--- src/rtl/rtc_apb_alarm_pkg.sv ---
// rtl/rtc_apb_alarm_pkg.sv - register map, field indices and bus helpers for the alarm RTC
package rtc_apb_alarm_pkg;

   // Byte offsets of the global registers
   localparam logic [7:0] OFF_CTRL     = 8'h00;
   localparam logic [7:0] OFF_PRESC    = 8'h04;
   localparam logic [7:0] OFF_CNT      = 8'h08;
   localparam logic [7:0] OFF_IRQ_STAT = 8'h0C;
   localparam logic [7:0] OFF_IRQ_EN   = 8'h10;

   // Channel window: channel i lives at CH_BASE + i*CH_STRIDE
   localparam logic [7:0] OFF_CH_BASE  = 8'h20;
   localparam int         CH_STRIDE    = 16;

   // Word index inside one channel window
   localparam logic [1:0] CH_CMP       = 2'd0;
   localparam logic [1:0] CH_PERIOD    = 2'd1;
   localparam logic [1:0] CH_CFG       = 2'd2;

   // Field bit positions
   localparam int CTRL_EN  = 0;
   localparam int CFG_ARM  = 0;
   localparam int CFG_AUTO = 1;

   // Which register the current APB address decodes to
   typedef enum logic [2:0] {
      REG_NONE,
      REG_CTRL,
      REG_PRESC,
      REG_CNT,
      REG_STAT,
      REG_IRQEN,
      REG_CH
   } reg_sel_e;

   // Replace the bytes of old_val selected by strb with the matching bytes of wdata
   function automatic logic [31:0] strb_merge(input logic [31:0] old_val,
                                              input logic [31:0] wdata,
                                              input logic [3:0]  strb);
      logic [31:0] res;
      for (int b = 0; b < 4; b++) begin
         res[8*b +: 8] = strb[b] ? wdata[8*b +: 8] : old_val[8*b +: 8];
      end
      return res;
   endfunction

   // Expand byte strobes to a bit mask
   function automatic logic [31:0] strb_mask(input logic [3:0] strb);
      logic [31:0] res;
      for (int b = 0; b < 4; b++) begin
         res[8*b +: 8] = {8{strb[b]}};
      end
      return res;
   endfunction

endpackage

--- src/rtl/rtc_alarm_ch.sv ---
// rtl/rtc_alarm_ch.sv - one alarm compare channel with one-shot / auto-reload behaviour
module rtc_alarm_ch
   import rtc_apb_alarm_pkg::*;
#(
   parameter int CNT_W = 32
) (
   input  logic             clk,
   input  logic             rst_n,
   input  logic             tick,
   input  logic [CNT_W-1:0] cnt_next,
   input  logic             wr_cmp,
   input  logic             wr_period,
   input  logic             wr_cfg,
   input  logic [CNT_W-1:0] wr_value,
   input  logic [1:0]       cfg_value,
   output logic [CNT_W-1:0] cmp,
   output logic [CNT_W-1:0] period,
   output logic             arm,
   output logic             auto_rl,
   output logic             match
);

   // Fire when the counter is about to enter the compare value
   always_comb begin
      match = tick && arm && (cnt_next == cmp);
   end

   // Compare and period registers; a CPU write beats the auto-reload step
   always_ff @(posedge clk or negedge rst_n) begin
      if (!rst_n) begin
         cmp    <= '0;
         period <= '0;
      end else begin
         if (wr_cmp) begin
            cmp <= wr_value;
         end else if (match && auto_rl) begin
            cmp <= cmp + period;
         end
         if (wr_period) begin
            period <= wr_value;
         end
      end
   end

   // Arm/auto flags; one-shot channels disarm themselves on a match unless the CPU writes CFG
   always_ff @(posedge clk or negedge rst_n) begin
      if (!rst_n) begin
         arm     <= 1'b0;
         auto_rl <= 1'b0;
      end else if (wr_cfg) begin
         arm     <= cfg_value[CFG_ARM];
         auto_rl <= cfg_value[CFG_AUTO];
      end else if (match && !auto_rl) begin
         arm     <= 1'b0;
      end
   end

endmodule

--- src/rtl/rtc_apb_alarm.sv ---
// rtl/rtc_apb_alarm.sv - prescaled RTC counter with N compare alarms behind an APB slave
module rtc_apb_alarm
   import rtc_apb_alarm_pkg::*;
#(
   parameter int CNT_W      = 32,
   parameter int PRESC_W    = 16,
   parameter int N_ALARM    = 4,
   parameter int APB_ADDR_W = 12
) (
   input  logic                  pclk,
   input  logic                  prst_n,
   input  logic [APB_ADDR_W-1:0] s_apb_paddr,
   input  logic                  s_apb_psel,
   input  logic                  s_apb_penable,
   input  logic                  s_apb_pwrite,
   input  logic [31:0]           s_apb_pwdata,
   input  logic [3:0]            s_apb_pstrb,
   output logic                  s_apb_pready,
   output logic [31:0]           s_apb_prdata,
   output logic                  s_apb_pslverr,
   output logic                  irq
);

   logic                 en;
   logic [PRESC_W-1:0]   presc;
   logic [PRESC_W-1:0]   pc;
   logic [CNT_W-1:0]     cnt;
   logic [CNT_W-1:0]     cnt_next;
   logic [N_ALARM-1:0]   irq_stat;
   logic [N_ALARM-1:0]   irq_en;
   logic [N_ALARM-1:0]   match_vec;
   logic [N_ALARM-1:0]   ch_arm;
   logic [N_ALARM-1:0]   ch_auto;
   logic [CNT_W-1:0]     ch_cmp    [N_ALARM];
   logic [CNT_W-1:0]     ch_period [N_ALARM];

   reg_sel_e             sel;
   logic [2:0]           ch_idx;
   logic [1:0]           ch_word;
   logic [7:0]           addr_lo;
   logic                 addr_hi_zero;
   logic                 access;
   logic                 wr_en;
   logic                 wr_ch;
   logic                 cnt_wr;
   logic                 presc_wr;
   logic                 tick;
   logic                 tick_eval;
   logic [31:0]          reg_rd;
   logic [31:0]          wmerge;
   logic [31:0]          w1c;
   logic [N_ALARM-1:0]   stat_clr;
   logic                 unused_ok;

   assign addr_lo      = s_apb_paddr[7:0];
   assign addr_hi_zero = ((s_apb_paddr >> 8) == '0);
   assign access       = s_apb_psel && s_apb_penable;

   // Address decode: global registers, then the channel window bounded by N_ALARM
   always_comb begin
      sel     = REG_NONE;
      ch_idx  = '0;
      ch_word = '0;
      if (addr_hi_zero) begin
         if (addr_lo[7:2] == OFF_CTRL[7:2]) begin
            sel = REG_CTRL;
         end else if (addr_lo[7:2] == OFF_PRESC[7:2]) begin
            sel = REG_PRESC;
         end else if (addr_lo[7:2] == OFF_CNT[7:2]) begin
            sel = REG_CNT;
         end else if (addr_lo[7:2] == OFF_IRQ_STAT[7:2]) begin
            sel = REG_STAT;
         end else if (addr_lo[7:2] == OFF_IRQ_EN[7:2]) begin
            sel = REG_IRQEN;
         end else if (addr_lo >= OFF_CH_BASE &&
                      addr_lo < OFF_CH_BASE + 8'(N_ALARM * CH_STRIDE) &&
                      addr_lo[3:2] != 2'd3) begin
            sel     = REG_CH;
            ch_idx  = 3'(addr_lo[7:4] - 4'd2);
            ch_word = addr_lo[3:2];
         end
      end
   end

   // Read mux of the addressed register, zero-extended to the bus width
   always_comb begin
      reg_rd = '0;
      case (sel)
         REG_CTRL:  reg_rd[CTRL_EN] = en;
         REG_PRESC: reg_rd = 32'(presc);
         REG_CNT:   reg_rd = 32'(cnt);
         REG_STAT:  reg_rd = 32'(irq_stat);
         REG_IRQEN: reg_rd = 32'(irq_en);
         REG_CH: begin
            for (int i = 0; i < N_ALARM; i++) begin
               if (ch_idx == 3'(i)) begin
                  case (ch_word)
                     CH_CMP:    reg_rd = 32'(ch_cmp[i]);
                     CH_PERIOD: reg_rd = 32'(ch_period[i]);
                     default:   reg_rd = 32'({ch_auto[i], ch_arm[i]});
                  endcase
               end
            end
         end
         default: reg_rd = '0;
      endcase
   end

   assign s_apb_pready  = 1'b1;
   assign s_apb_prdata  = access ? reg_rd : 32'd0;
   assign s_apb_pslverr = access && (sel == REG_NONE);

   assign wr_en    = access && s_apb_pwrite && (sel != REG_NONE);
   assign wr_ch    = wr_en && (sel == REG_CH);
   assign cnt_wr   = wr_en && (sel == REG_CNT);
   assign presc_wr = wr_en && (sel == REG_PRESC);
   assign wmerge   = strb_merge(reg_rd, s_apb_pwdata, s_apb_pstrb);
   assign w1c      = s_apb_pwdata & strb_mask(s_apb_pstrb);
   assign stat_clr = (wr_en && sel == REG_STAT) ? w1c[N_ALARM-1:0] : '0;

   assign tick      = en && (pc == presc);
   assign tick_eval = tick && !cnt_wr;
   assign cnt_next  = cnt + CNT_W'(1);

   assign unused_ok = ^{wmerge, w1c, s_apb_paddr[1:0]};

   // Plain control registers: enable, prescaler divisor, interrupt enables
   always_ff @(posedge pclk or negedge prst_n) begin
      if (!prst_n) begin
         en     <= 1'b0;
         presc  <= '0;
         irq_en <= '0;
      end else begin
         if (wr_en && sel == REG_CTRL)  en     <= wmerge[CTRL_EN];
         if (presc_wr)                  presc  <= wmerge[PRESC_W-1:0];
         if (wr_en && sel == REG_IRQEN) irq_en <= wmerge[N_ALARM-1:0];
      end
   end

   // Prescaler and counter; a CNT or PRESC write restarts the prescaler phase
   always_ff @(posedge pclk or negedge prst_n) begin
      if (!prst_n) begin
         pc  <= '0;
         cnt <= '0;
      end else begin
         if (presc_wr || cnt_wr) begin
            pc <= '0;
         end else if (en) begin
            pc <= tick ? '0 : pc + PRESC_W'(1);
         end
         if (cnt_wr) begin
            cnt <= wmerge[CNT_W-1:0];
         end else if (tick) begin
            cnt <= cnt_next;
         end
      end
   end

   // Interrupt status: W1C clear, hardware set wins on the same edge
   always_ff @(posedge pclk or negedge prst_n) begin
      if (!prst_n) begin
         irq_stat <= '0;
      end else begin
         irq_stat <= (irq_stat & ~stat_clr) | match_vec;
      end
   end

   // Registered interrupt output
   always_ff @(posedge pclk or negedge prst_n) begin
      if (!prst_n) begin
         irq <= 1'b0;
      end else begin
         irq <= |(irq_stat & irq_en);
      end
   end

   for (genvar g = 0; g < N_ALARM; g++) begin : g_ch
      rtc_alarm_ch #(
         .CNT_W (CNT_W)
      ) u_ch (
         .clk       (pclk),
         .rst_n     (prst_n),
         .tick      (tick_eval),
         .cnt_next  (cnt_next),
         .wr_cmp    (wr_ch && ch_idx == 3'(g) && ch_word == CH_CMP),
         .wr_period (wr_ch && ch_idx == 3'(g) && ch_word == CH_PERIOD),
         .wr_cfg    (wr_ch && ch_idx == 3'(g) && ch_word == CH_CFG),
         .wr_value  (wmerge[CNT_W-1:0]),
         .cfg_value (wmerge[1:0]),
         .cmp       (ch_cmp[g]),
         .period    (ch_period[g]),
         .arm       (ch_arm[g]),
         .auto_rl   (ch_auto[g]),
         .match     (match_vec[g])
      );
   end

endmodule

--- config.mk ---
export PLATFORM = sky130hd
export DESIGN_NAME = rtc_apb_alarm
export DESIGN_NICKNAME = d
export VERILOG_FILES = /design/src/rtl/rtc_apb_alarm_pkg.sv /design/src/rtl/rtc_alarm_ch.sv /design/src/rtl/rtc_apb_alarm.sv
export SDC_FILE = /design/constraint.sdc
export NUM_CORES = 1
export LEC_CHECK = 0
export BUFFER_PORTS_ARGS = -buffer_cell sky130_fd_sc_hd__buf_2
export CAP_MARGIN = 40
export CORE_MARGIN = 4
export CORE_UTILIZATION = 45
export DETAILED_ROUTE_END_ITERATION = 8
export SETUP_SLACK_MARGIN = 0.02
export SLEW_MARGIN = 20
export SYNTH_ARGS = -nofsm -noshare
export SYNTH_HDL_FRONTEND = slang
export SYNTH_HIERARCHICAL = 1
export SYNTH_SLANG_ARGS = --single-unit
--- constraint.sdc ---
create_clock -name pclk -period 10.25 [get_ports pclk]
set_input_delay 0 -clock pclk [delete_from_list [all_inputs] [get_ports pclk]]
set_output_delay 0 -clock pclk [all_outputs]
set_load 0.01 [all_outputs]
==> results of run 1 <==
## registers in the layout (all words and copies together), names as in the netlist
register / count
pc: 16
g_ch.u_ch/period: 128
g_ch.u_ch/auto_rl: 4
g_ch.u_ch/arm: 4
irq: 1
presc: 16
irq_stat: 4
g_ch.u_ch/cmp: 128
irq_en: 4
cnt: 32
en: 1
## placed cells by master (no fill, tap or decap), drive strengths merged, types with 31 or more instances in the layout
cell,count
inv,52
nor4,48
a21oi,238
a221oi,53
xor2,162
nor3,63
a211oi,46
dfrtp,338
a21o,44
o21ai,215
o21a,33
clkbuf,59
nor2,212
mux2i,54
nand2,330
and3,33
nand3,82
a31oi,37
xnor2,148
nand4,49
buf,149
mux2,178
dlygate4sd3,31
ha,126
## per-layer routing
metal	global-route usage, %	vias up	part of all wire, %
met5	0	-	0.011
met4	18.91	2	6.2
met3	6.645	302	8.8
met2	55.54	1418	44
met1	47.61	12853	41
li1	-	11608	-
## repair_timing
action                                 4_1_cts  5_1_grt
buffers inserted                             0        0
endpoints found under the hold margin      141        0
hold buffers                                31        0
## report_power, final
group | switching (mW) | total [mW] | leakage, nW | internal, mW
Combinational | 0.174 | 0.237 | 8.13 | 0.0632
Clock | 0.641 | 1.56 | 0.691 | 0.924
Sequential | 0.0102 | 1.35 | 4.61 | 1.34
## logic make-up (layout without fill, tap and decap cells)
logic type,count (synthesis),in the layout
buf+inv,237,316
flops,338,338
mux,232,232
fa+ha+maj,130,130
xor+xnor,310,310
other cells,1,7
compound gates,910,910
simple gates,953,953
## worst paths after layout
check,startpoint,end,slack [ns],depth (start not counted)
max in group asynchronous,prst_n,g_ch[1].u_ch/period[18]$_DFFE_PN0P_,8.58,6
worst max register to register,cnt[2]$_DFFE_PN0P_,g_ch[0].u_ch/cmp[31]$_DFFE_PN0P_,4.60,15
worst min register to register,irq_en[1]$_DFFE_PN0P_,irq_en[1]$_DFFE_PN0P_,0.53,2
worst max-delay path,cnt[2]$_DFFE_PN0P_,g_ch[0].u_ch/cmp[31]$_DFFE_PN0P_,4.60,15
min in group pclk,s_apb_pwdata[11],g_ch[0].u_ch/cmp[11]$_DFFE_PN0P_,0.04,6
worst min-delay path,prst_n,g_ch[3].u_ch/period[2]$_DFFE_PN0P_,0.002,2
## per-stage QoR
step | hold WS, ns | utilization, % | cells | setup slack [ns]
final | 0.001928 | 50.79 | 3969 | 4.603
after global routing | 0.05053 | 50.78 | 3967 | 4.512
after CTS | 0.001999 | 50.67 | 3958 | 4.752
after detailed placement | 0.03300 | 47.77 | 3851 | 4.805
after global placement | 0.02309 | 47.44 | 3837 | 4.838
after floorplan | -0.2956 | - | 3111 | 6.287
## worst register-to-register path, cell delays in order (launching register included)
cell and delay [ns]:
dfrtp_1 0.44, and3_1 0.34, nand4_1 0.37, or3_1 0.53, nor2_1 0.28, nand3_1 0.14, xnor2_1 0.73, xnor2_1 0.20
nand4_1 0.23, nor2_1 0.27, nand4_1 0.12, nor3_1 0.78, nand2_2 0.08, buf_4 0.35, or3_1 0.54, a31oi_1 0.18
## cell type report
class / instances / area share, %
Tap cell: 773 / 3.215
Multi-Input combinational cell: 2536 / 58.71
Inverter: 57 / 0.7111
Timing Repair Buffer: 183 / 4.508
Sequential cell: 338 / 28.11
Clock inverter: 19 / 0.6986
Clock buffer: 57 / 3.992
Antenna cell: 6 / 0.04990
==> metrics.txt, run 1 <==
status completed; Worst EP required around 11 ns; Ys Warns 6; top cell type's share of synthesized area a little under a third; max_slew headroom 33.73%; Worst Path Max Fanout between 50 and 60; P_leak between 10 and 15 nW; initial DRC count 3030; crit start category register; post-synth cell types between 90 and 100; Detailed Routing Iterations Pass 1 7; post-synthesis simple-gate area fraction between 15 and 20%; wire per inst ~30 um; Routed WL between 100000 and 150000 um; clk sink count around 340; crit path DAT 6.14 ns; Worst path max stage delay roughly 0.8 ns; Buf/Inv on CP 1; total power 3.153 mW; Filler cells roughly 5800; adder-cell share of the synthesized area slightly above 6%; Skew-Pair Late Insertion Delay just under 0.6 ns; Slowest-stage cell, CP nor3_1; total CTS buffers between 40 and 50; CTS tree done; CTS H-tree lvls 2; crit path cell chain and3_1 -> nand4_1 -> or3_1 -> nor2_1 -> nand3_1 -> xnor2_1 -> xnor2_1 -> nand4_1 -> nor2_1 -> nand4_1 -> nor3_1 -> nand2_2 -> buf_4 -> or3_1 -> a31oi_1; fmax 177.1 MHz; Max VDD drop around 0.13 mV; design area 0.03009 mm2; Post-Syn Area ~0.027 mm2; Die X approximately 250 um; area of the multi-input gates 0.01767 mm2; Tightest Hold Check Type in2async; CP Capture Type register; std cell rows 89; Synth Area in Compound Gates ~22%; die area ~0.064 mm2; # IOs 88; Final Cycle Share a little under three fifths; vias in the first global route 24609; Synth-to-Final Area Change 11.39%; root buf cell clkbuf_16; RSZ-0062 raised after global routing no; Synth Net Count between 3000 and 4000; pwr dens between 100 and 150 mW/mm2; Die Ht approximately 250 um; minimum clock period about 5.6 ns; Max-Cap Viols 0; Initial Util between 40% and 50%; post-synthesis register bit count between 300 and 400; Final Hold Fails 0; final setup skew between 0.02 and 0.025 ns; DRC 0; via-per-instance ratio roughly 6.6; sequential area share after synthesis between 30 and 40%; final net count 3342; CP delay by family, top simple AND/OR/NAND/NOR gates; Avg Synthesized Cell Area ~8.7 um2; vias about 26000; DP HPWL 89880 um; CTS Buffer Depth 3; critical path's most frequent cell nand4_1; initial antenna violation count 6; total gr overflow 0; routability cong. ~1.1; final setup fails 0; I/O Buffers 84; Final Max Tran Viols 0; layout cells sized above 1 14.76%; first-pass GRT wire length roughly 170000 um; largest area contributor in the netlist dfrtp_1; kind of critical path reg2reg; Post-synth EDFFs 0; placed instance area 0.02830 mm2; sequential cell area roughly 0.0085 mm2; Setup TNS 0 ns; multiplexer share of the synthesized area under 10%; largest family of logic cells by synthesized area compound AO/OA/AOI/OAI gates; Slew @ Worst Pin 0.9864 ns; Detail Route Antenna Nets 0; largest net degree at the start of global routing 80; most frequent cell after synthesis dfrtp_1; asr flop ratio synth 100.0%; Synth Area in XOR/XNOR 10.05%; prevailing post-synth register cell dfrtp_1; most area-consuming cells after synthesis dfrtp_1, mux2_2, ha_1, xor2_1, xnor2_1; Reg clk slew, reported paths around 0.06 ns; Gates resized, CTS repair 0; Mapped Cells between 3000 and 4000; top cells by count, synth dfrtp_1, nand2_1, a21oi_1, nor2_1, o21ai_0; core area 0.05924 mm2; total track usage between 30% and 40%
(Power assumes the default switching activity.)
==> run 2: changes to the inputs <==
==> constraint.sdc (replaced) <==
create_clock -name pclk -period 4.6 [get_ports pclk]
set_input_delay 0 -clock pclk [delete_from_list [all_inputs] [get_ports pclk]]
set_output_delay 0 -clock pclk [all_outputs]
set_load 0.01 [all_outputs]
==> run 2 against run 1 <==
Compared with the run above:
- routed wire length increased by 2.1%
- clock skew increased by 0.0066 ns
- register-to-register slack got worse by 4.5 ns
==> metrics.txt, run 2 (same netlist as run 1, synthesis figures left out) <==
status completed; Tightest Hold Check Type in2reg; DP HPWL between 90000 and 100000 um; crit path cell chain and4_1 -> buf_4 -> and4_1 -> and3_1 -> xor2_1 -> xnor2_1 -> nand4_1 -> nor2_1 -> nand4_1 -> nor3_1 -> nand2_2 -> buf_4 -> or3_1 -> a31oi_1; total track usage between 30 and 40%; final net count roughly 3400; Detail Route Antenna Nets 0; Slew @ Worst Pin ~0.93 ns; crit path DAT about 5 ns; Max-Cap Viols 0; die area roughly 0.064 mm2; RSZ-0062 raised after global routing yes; Setup TNS 0 ns; Skew-Pair Late Insertion Delay 0.60 ns; Max VDD drop between 0.3 and 0.4 mV; final setup fails 0; minimum clock period about 4.5 ns; Worst EP required 5.10 ns; CTS tree done; initial DRC count ~3500; wire per inst approximately 30 um; layout cells sized above 1 around 17%; Detailed Routing Iterations Pass 1 8; clk sink count ~340; via-per-instance ratio between 6 and 7; Crit Reg-Reg Endpoint g_ch[2].u_ch/cmp[31]$_DFFE_PN0P_; Final Cycle Share 97.99%; fmax around 220 MHz; std cell rows between 80 and 90; vias 26623; core area around 0.06 mm2; Die Ht ~250 um; biggest regs g_ch.u_ch/cmp x128, g_ch.u_ch/period x128, cnt x32; Worst path max stage delay around 0.64 ns; flop-to-flop setup slack slightly above 0.09 ns; largest net degree at the start of global routing 110; DRC 0; Initial Util a little under half; crit start category register; Final Max Tran Viols 0; Reg clk slew, reported paths 0.06 ns; commonest non-fill, non-tap cell in the layout dfrtp_1; Final Hold Fails 0; Min-Delay Endpoint g_ch[1].u_ch/cmp[21]$_DFFE_PN0P_; CTS Buffer Depth 3; Synth-to-Final Area Change 14.65%; hold depth 3; Critical R2R Launch cnt[11]$_DFFE_PN0P_; vias in the first global route around 25000; commonest non-fill, non-tap cells in the layout dfrtp_1, nand2_1, a21oi_1, o21ai_0, nor2_1; routability cong. between 1 and 1.5; CP delay by family, top simple AND/OR/NAND/NOR gates; max_slew headroom 37.38%; pwr dens 243.1 mW/mm2; P_leak around 14 nW; CP Capture Type register; Post-Route Utilization between 50% and 60%; Slowest-stage cell, CP xor2_1; root buf cell clkbuf_16; kind of critical path reg2reg; # IOs 88; Fin Hold WS about 0.033 ns; reg2reg path depth 14; Die X about 250 um; total gr overflow 0; CTS H-tree lvls 2; hold path start s_apb_pwdata[21]; first-pass GRT wire length roughly 170000 um; initial antenna violation count 2; I/O Buffers 84; Buf/Inv on CP 2; total CTS buffers 44; Routed WL around 120000 um; final setup skew approximately 0.029 ns; Worst Path Max Fanout 7
[run 2: cell types whose count changed in the layout (fill, tap and decap cells not counted), sizes merged]
cell	previous run	this run
buf	149	238
bufinv	4	11
clkinv	17	11
diode	6	2
clkinvlp	3	1
clkbuf	59	58
clkdlybuf4s15	1	0
dlygate4sd3	31	32
[run 2: area by class of cell]
cell class	count	area (um2)
fillers	5553	28270
multi-input cells	2536	17700
flip-flops and latches	338	8458
repair buffers	270	1994
clock buffers	58	1265
well taps	773	967.2
clock inverters	18	367.9
inverters	57	214.0
diodes	2	5.005
[run 2: worst reg2reg max path, cell delays in order (launching register included)]
cell and delay [ns]:
dfrtp_1 0.48, and4_1 0.30, buf_4 0.17, and4_1 0.33, and3_1 0.28, xor2_1 0.64
xnor2_1 0.29, nand4_1 0.33, nor2_1 0.23, nand4_1 0.12, nor3_1 0.28, nand2_2 0.21
buf_4 0.22, or3_1 0.36, a31oi_1 0.18
[run 2: per-stage QoR]
| step | power (mW) | cells | area (um2) | setup WS, ns |
|---|---|---|---|---|
| final | 7.527 | 4052 | 30970 | 0.09243 |
| after global routing | 7.710 | 4051 | 30960 | -0.02511 |
| after CTS | 7.565 | 4047 | 30900 | 0.1672 |
| after detailed placement | 3.579 | 3939 | 28950 | 0.1909 |
| after global placement | 3.572 | 3934 | 28920 | 0.2209 |
| after floorplan | 3.288 | 3111 | 27010 | 0.6369 |
[run 2: metal layers]
metal / up-vias / share of wire (%) / GRT usage (%)
li1: 11753 / - / -
met1: 12977 / 41 / 48.96
met2: 1539 / 43 / 55.98
met3: 352 / 9.6 / 8.063
met4: 2 / 6.3 / 18.79
met5: - / 0.012 / 0
[run 2: worst max-delay path by stage]
stage          slack [ns]  depth (start not counted)                               end                 from
2_1_floorplan        0.64                         13  g_ch[3].u_ch/cmp[30]$_DFFE_PN0P_   pc[13]$_DFFE_PN0P_
3_3_place_gp         0.22                         11   g_ch[3].u_ch/cmp[5]$_DFFE_PN0P_   cnt[7]$_DFFE_PN0P_
3_5_place_dp         0.19                         16   g_ch[3].u_ch/cmp[5]$_DFFE_PN0P_   cnt[7]$_DFFE_PN0P_
4_1_cts              0.17                         16   g_ch[3].u_ch/cmp[5]$_DFFE_PN0P_   cnt[7]$_DFFE_PN0P_
5_1_grt             -0.03                         16   g_ch[3].u_ch/cmp[9]$_DFFE_PN0P_  cnt[11]$_DFFE_PN0P_
6_report             0.09                         14  g_ch[2].u_ch/cmp[31]$_DFFE_PN0P_  cnt[11]$_DFFE_PN0P_
[run 2: what timing repair did]
item,4_1_cts,5_1_grt
resized for setup,0,5
hold endpoints to repair,159,0
setup buffers,0,2
hold buffers,32,0
endpoints found under the setup margin,0,94
[run 2: report_power, final]
group	leakage, nW	internal, mW	switching, mW
registers	4.61	2.99	0.0225
clock network	0.803	2.53	1.43
logic	8.56	0.150	0.398
